<file path="src/rtl/hazard_pkg.sv">
// Shared types for the hazard/forwarding unit: forwarding select encoding,
// the shadow pipeline tag layout and the forwarding priority helper.
package hazard_pkg;

    localparam int REG_IDX_W = 4;

    typedef enum logic [1:0] {
        FWD_RF  = 2'b00,
        FWD_WB  = 2'b01,
        FWD_MEM = 2'b10
    } fwd_sel_t;

    localparam logic [REG_IDX_W-1:0] PC_REG = 4'd15;

    typedef struct packed {
        logic [REG_IDX_W-1:0] ra1;
        logic [REG_IDX_W-1:0] ra2;
        logic [REG_IDX_W-1:0] wa3;
        logic                 regwrite;
        logic                 memtoreg;
        logic                 pcsrc;
    } stage_tag_t;

    // Memory stage beats Writeback; the PC is read from the fetch path, never forwarded.
    function automatic fwd_sel_t fwd_sel(
        input logic [REG_IDX_W-1:0] ra,
        input logic                 regwrite_m,
        input logic [REG_IDX_W-1:0] wa3_m,
        input logic                 regwrite_w,
        input logic [REG_IDX_W-1:0] wa3_w
    );
        fwd_sel_t sel;
        sel = FWD_RF;
        if (ra != PC_REG) begin
            if (regwrite_m && (wa3_m == ra))
                sel = FWD_MEM;
            else if (regwrite_w && (wa3_w == ra))
                sel = FWD_WB;
        end
        return sel;
    endfunction

endpackage

</file>
<file path="src/rtl/sat_counter.sv">
// Saturating up-counter used for the hazard debug event counts.
module sat_counter #(
    parameter int W = 16
) (
    input  logic         clk,
    input  logic         reset,
    input  logic         inc,
    output logic [W-1:0] count
);

    logic [W-1:0] count_q;
    logic [W-1:0] count_d;

    always_comb begin
        count_d = count_q;
        if (inc && (count_q != {W{1'b1}}))
            count_d = count_q + 1'b1;
    end

    always_ff @(posedge clk or negedge reset) begin
        if (!reset)
            count_q <= '0;
        else
            count_q <= count_d;
    end

    assign count = count_q;

endmodule

</file>
<file path="src/rtl/hazard_unit.sv">
// Hazard and forwarding unit: tracks register tags through a shadow E/M/W
// pipeline and drives stall, flush and Execute operand forwarding selects.
module hazard_unit
    import hazard_pkg::*;
#(
    parameter int REG_W = 4,
    parameter int CNT_W = 16
) (
    input  logic             clk,
    input  logic             reset,
    input  logic [REG_W-1:0] RA1D,
    input  logic [REG_W-1:0] RA2D,
    input  logic [REG_W-1:0] WA3D,
    input  logic             RegWriteD,
    input  logic             MemtoRegD,
    input  logic             PCSrcD,
    input  logic             CondExE,
    input  logic             BranchTakenE,
    output logic [1:0]       ForwardAE,
    output logic [1:0]       ForwardBE,
    output logic             StallF,
    output logic             StallD,
    output logic             FlushD,
    output logic             FlushE,
    output logic [CNT_W-1:0] LdStallCnt,
    output logic [CNT_W-1:0] FlushCnt
);

    if (REG_W != REG_IDX_W) begin : g_reg_w_check
        $error("hazard_unit: REG_W must match hazard_pkg::REG_IDX_W");
    end

    stage_tag_t           e_q, e_d;
    logic                 m_regwrite_q, m_pcsrc_q;
    logic [REG_W-1:0]     m_wa3_q;
    logic                 w_regwrite_q, w_pcsrc_q;
    logic [REG_W-1:0]     w_wa3_q;

    logic ldrstall;
    logic pcpend;
    logic branch_taken;
    logic flush_e;

    // Everything combinational is qualified by reset so outputs read 0 while it is low.
    assign ldrstall     = reset & e_q.memtoreg & e_q.regwrite &
                          ((RA1D == e_q.wa3) | (RA2D == e_q.wa3));
    assign pcpend       = reset & (PCSrcD | e_q.pcsrc | m_pcsrc_q);
    assign branch_taken = reset & BranchTakenE;
    assign flush_e      = ldrstall | branch_taken;

    always_comb begin
        e_d = '{ra1: RA1D, ra2: RA2D, wa3: WA3D,
                regwrite: RegWriteD, memtoreg: MemtoRegD, pcsrc: PCSrcD};
        if (flush_e) begin
            e_d.regwrite = 1'b0;
            e_d.memtoreg = 1'b0;
            e_d.pcsrc    = 1'b0;
        end
    end

    always_ff @(posedge clk or negedge reset) begin
        if (!reset) begin
            e_q          <= '0;
            m_regwrite_q <= 1'b0;
            m_pcsrc_q    <= 1'b0;
            m_wa3_q      <= '0;
            w_regwrite_q <= 1'b0;
            w_pcsrc_q    <= 1'b0;
            w_wa3_q      <= '0;
        end else begin
            e_q          <= e_d;
            m_regwrite_q <= e_q.regwrite & CondExE;
            m_pcsrc_q    <= e_q.pcsrc & CondExE;
            m_wa3_q      <= e_q.wa3;
            w_regwrite_q <= m_regwrite_q;
            w_pcsrc_q    <= m_pcsrc_q;
            w_wa3_q      <= m_wa3_q;
        end
    end

    always_comb begin
        ForwardAE = FWD_RF;
        ForwardBE = FWD_RF;
        if (reset) begin
            ForwardAE = fwd_sel(e_q.ra1, m_regwrite_q, m_wa3_q, w_regwrite_q, w_wa3_q);
            ForwardBE = fwd_sel(e_q.ra2, m_regwrite_q, m_wa3_q, w_regwrite_q, w_wa3_q);
        end
    end

    assign StallF = ldrstall | pcpend;
    assign StallD = ldrstall;
    assign FlushD = pcpend | (reset & w_pcsrc_q) | branch_taken;
    assign FlushE = flush_e;

    sat_counter #(.W(CNT_W)) u_ldstall_cnt (
        .clk   (clk),
        .reset (reset),
        .inc   (ldrstall),
        .count (LdStallCnt)
    );

    sat_counter #(.W(CNT_W)) u_flush_cnt (
        .clk   (clk),
        .reset (reset),
        .inc   (branch_taken),
        .count (FlushCnt)
    );

endmodule

</file>
<file path="config.mk">
export PLATFORM = sky130hd
export DESIGN_NAME = hazard_unit
export DESIGN_NICKNAME = d
export VERILOG_FILES = /design/src/rtl/hazard_pkg.sv /design/src/rtl/sat_counter.sv /design/src/rtl/hazard_unit.sv
export SDC_FILE = /design/constraint.sdc
export NUM_CORES = 1
export LEC_CHECK = 0
export ABC_AREA = 1
export CORE_ASPECT_RATIO = 0.5
export CORE_MARGIN = 8
export CORE_UTILIZATION = 48
export CTS_BUF_LIST = sky130_fd_sc_hd__clkbuf_4 sky130_fd_sc_hd__clkbuf_8 sky130_fd_sc_hd__clkbuf_16
export DETAILED_ROUTE_END_ITERATION = 7
export PLACE_DENSITY = 0.84
export SLEW_MARGIN = 5
export SYNTH_ARGS = -nofsm -noshare
export SYNTH_HDL_FRONTEND = slang
export SYNTH_HIERARCHICAL = 1
export SYNTH_SLANG_ARGS = --single-unit
</file>
<file path="constraint.sdc">
create_clock -name clk -period 1.5 [get_ports clk]
set_input_delay 0.15 -clock clk [delete_from_list [all_inputs] [get_ports clk]]
set_output_delay 0.15 -clock clk [all_outputs]
set_load 0.005 [all_outputs]
</file>
==> metrics.csv <==
metric;value;unit
outcome;finished with violations;
failing checks;negative setup slack;
H-tree Lvls;3;
fin util;73.8;%
CP arrival;1980;ps
syn avg cell area;7.53;um^2
wire length per cell;14.9;um
synth cell count leaders;nand2_1, dfrtp_1, inv_1, nor2_1, o21ai_0;
slowest CP cell;dfrtp_1;
LEAKAGE;0.00248;uW
Post-synth top flop;dfrtp_1;
Critical Path RT;1720;ps
Post-synth EDFFs;0;
Area Overhead vs Synth;48.6;%
asr flop ratio synth;100;%
CP Capture Type;flop;
Post-DP HPWL;6340;um
CP Class;flop to flop;
drc violations;0;
Fin Clk Skew;10.0;ps
register-to-register setup slack;-250;ps
RSZ-0062 raised after global routing;true;
Design Area, Final;4920;um^2
Final Cycle Share;117;%
Buffers on Ports;58;
Die Wd;134;um
clock root cell;clkbuf_16;
num rows;21;
first-pass GRT wire length;15600;um
Crit path max-delay family;simple AND/OR/NAND/NOR gates;
power per cell area;1120;nW/um^2
reg2reg end;u_ldstall_cnt/count[15]$_DFFE_PN0P_;
Setup WS pre-CTS;-456;ps
DRT antenna net count;0;
Synth Register Bits;59;
clk slew on worst S/H paths;60;ps
Clock Latency Late Sink;330;ps
min cycle time layout;1750;ps
Warnings, synthesis;6;
DRT Pass-1 Iters;5;
worst-case reg-to-reg path depth;16;
Yosys cell types;21;
syn nets;461;
gr ovfl total;0;
ANT cells;0;
Worst slew margin;76.5;%
vias;3377;
Mapped Cells;440;
Ports;59;
Slew Limit Fails;0;
largest net degree at the start of global routing;26;
Mapped Area;3310;um^2
clock sinks;59;
WL final;9750;um
class of the worst hold path;input port to asynchronous set/reset pin;
dominant cell type by area after synthesis;dfrtp_1;
sequential fraction of the synthesis area;44.5;%
initial antenna violation count;0;
CTS tree;built;
CTS buffer count;9;
height of the chip;74.8;um
main area contributors after synthesis;dfrtp_1, nand2_1, inv_1;
Die Footprint;9980;um^2
placed cell areas;4190;um^2
Layout Nets;579;
Worst Path Max Fanout;4;
Slew @ Worst Pin;352;ps
count leader, synth;nand2_1;
Final WS setup;-254;ps
clk buf depth;2;
most common cell type on the critical path;nand2_1;
CP cell instances;inv_2, nand2_1, nand2_1, nor2_2, nand2_1, nand2_1, nand2_2, inv_2, buf_6, inv_4, nor2_2, nand2_1, nor2_2, nand3_1, nand2_1, inv_1;
final setup vio count;23;
Final Hold Fails;0;
Achievable Freq;570;MHz
Critical Path Start Type;flop;
VDD IR max;0.808;mV
Yosys top cell area share;44.5;%
GRT Util Overall;19.8;%
Via density;5.16;
initial DRC count;268;
starting density of the core;49.7;%
MaxCap Viol Count;0;
Core ar.;6670;um^2
number of global-route vias before repair;3368;
reg2reg start;e_q[3]$_DFF_PN0_;
Buf/Inv on CP;5;
share of layout cells above drive strength 1;27.9;%
routability cong.;0.851;
CP peak stage delay;400;ps
## stage by stage
step                      setup TNS, ps  power (uW)  hold slack (ps)  instances
final                             -4190        5520             5.92        655
after global routing              -6830        5780             23.3        655
after CTS                         -2250        5450             1.98        650
after detailed placement          -6950        3010              233        613
after global placement            -5890        2980              227        613
after floorplan                       0        2400             -146        440
## layout make-up
| cell class | count | area (um^2) |
|---|---|---|
| Inverter | 53 | 201 |
| Clock buffer | 11 | 246 |
| Sequential cell | 59 | 1490 |
| Clock inverter | 5 | 100 |
| Tap cell | 92 | 115 |
| Fill cell | 453 | 1750 |
| Multi-Input combinational cell | 324 | 1740 |
| Timing Repair Buffer | 111 | 1040 |
## worst max path at each step
stage                                           from                                   to  slack, ps  cells past startpoint
finish                              e_q[3]$_DFF_PN0_  u_ldstall_cnt/count[15]$_DFFE_PN0P_       -250                     16
global route                        e_q[3]$_DFF_PN0_  u_ldstall_cnt/count[15]$_DFFE_PN0P_       -400                     16
CTS                                 e_q[6]$_DFF_PN0_  u_ldstall_cnt/count[15]$_DFFE_PN0P_       -210                     16
detailed placement                           RA1D[1]  u_ldstall_cnt/count[15]$_DFFE_PN0P_       -460                     16
global placement                             RA1D[1]                               StallD       -400                     10
floorplan           u_flush_cnt/count[0]$_DFFE_PN0P_     u_flush_cnt/count[6]$_DFFE_PN0P_         20                      9
## timing repair
item                       in CTS  in global routing
gates resized for setup        55                 55
pin swaps                      20                 22
hold endpoints to repair       23                  0
cloned                          0                  1
setup endpoints to repair      31                 49
buffers inserted               17                  5
hold buffers                    4                  0
## cell usage in the layout (no fill, tap or decap), drive strengths merged
| master | n |
|---|---|
| nand4 | 16 |
| dfrtp | 59 |
| nor2 | 63 |
| dlygate4sd2 | 2 |
| nand3 | 15 |
| dlygate4sd3 | 4 |
| ha | 2 |
| nor3 | 2 |
| xnor2 | 11 |
| bufinv | 3 |
| clkinv | 2 |
| clkdlybuf4s50 | 42 |
| inv | 53 |
| clkbuf | 12 |
| o21ai | 24 |
| xor2 | 11 |
| nand2 | 178 |
| o22ai | 1 |
| dlymetal6s2s | 6 |
| o31ai | 1 |
| buf | 56 |
## worst min-delay path: stages
cell   delay [ps]
buf_2         190
buf_4         160
buf_4         190
## sequential cells by signal, summed over array words and instances (netlist names)
signal and flops:
w_wa3_q 4, m_wa3_q 4, w_pcsrc_q 1, e_q 15, u_ldstall_cnt/count 16, m_regwrite_q 1
m_pcsrc_q 1, w_regwrite_q 1, u_flush_cnt/count 16
## report_power, final
part / internal (uW) / switching (uW) / total [uW]
combinational: 608 / 578 / 1190
sequential: 1760 / 188 / 1950
clock: 1680 / 702 / 2380
## per-layer routing
| layer | GRT usage, % | share of wire [%] | wire (um) | vias up |
|---|---|---|---|---|
| li1 | - | - | - | 1603 |
| met3 | 6.79 | 4.9 | 477 | 38 |
| met4 | 9.49 | 4.0 | 394 | 0 |
| met1 | 20.7 | 39 | 3800 | 1632 |
| met5 | 0 | 0 | 0 | - |
| met2 | 36.2 | 52 | 5070 | 104 |
## cells by family after synthesis
group           share of synthesized area, %
compound gates                          4.49
xor+xnor                                5.81
fa+ha+maj                              0.755
buf+inv                                 7.36
flops                                   44.5
simple gates                            37.0
Power figures use the tool's default switching activity.
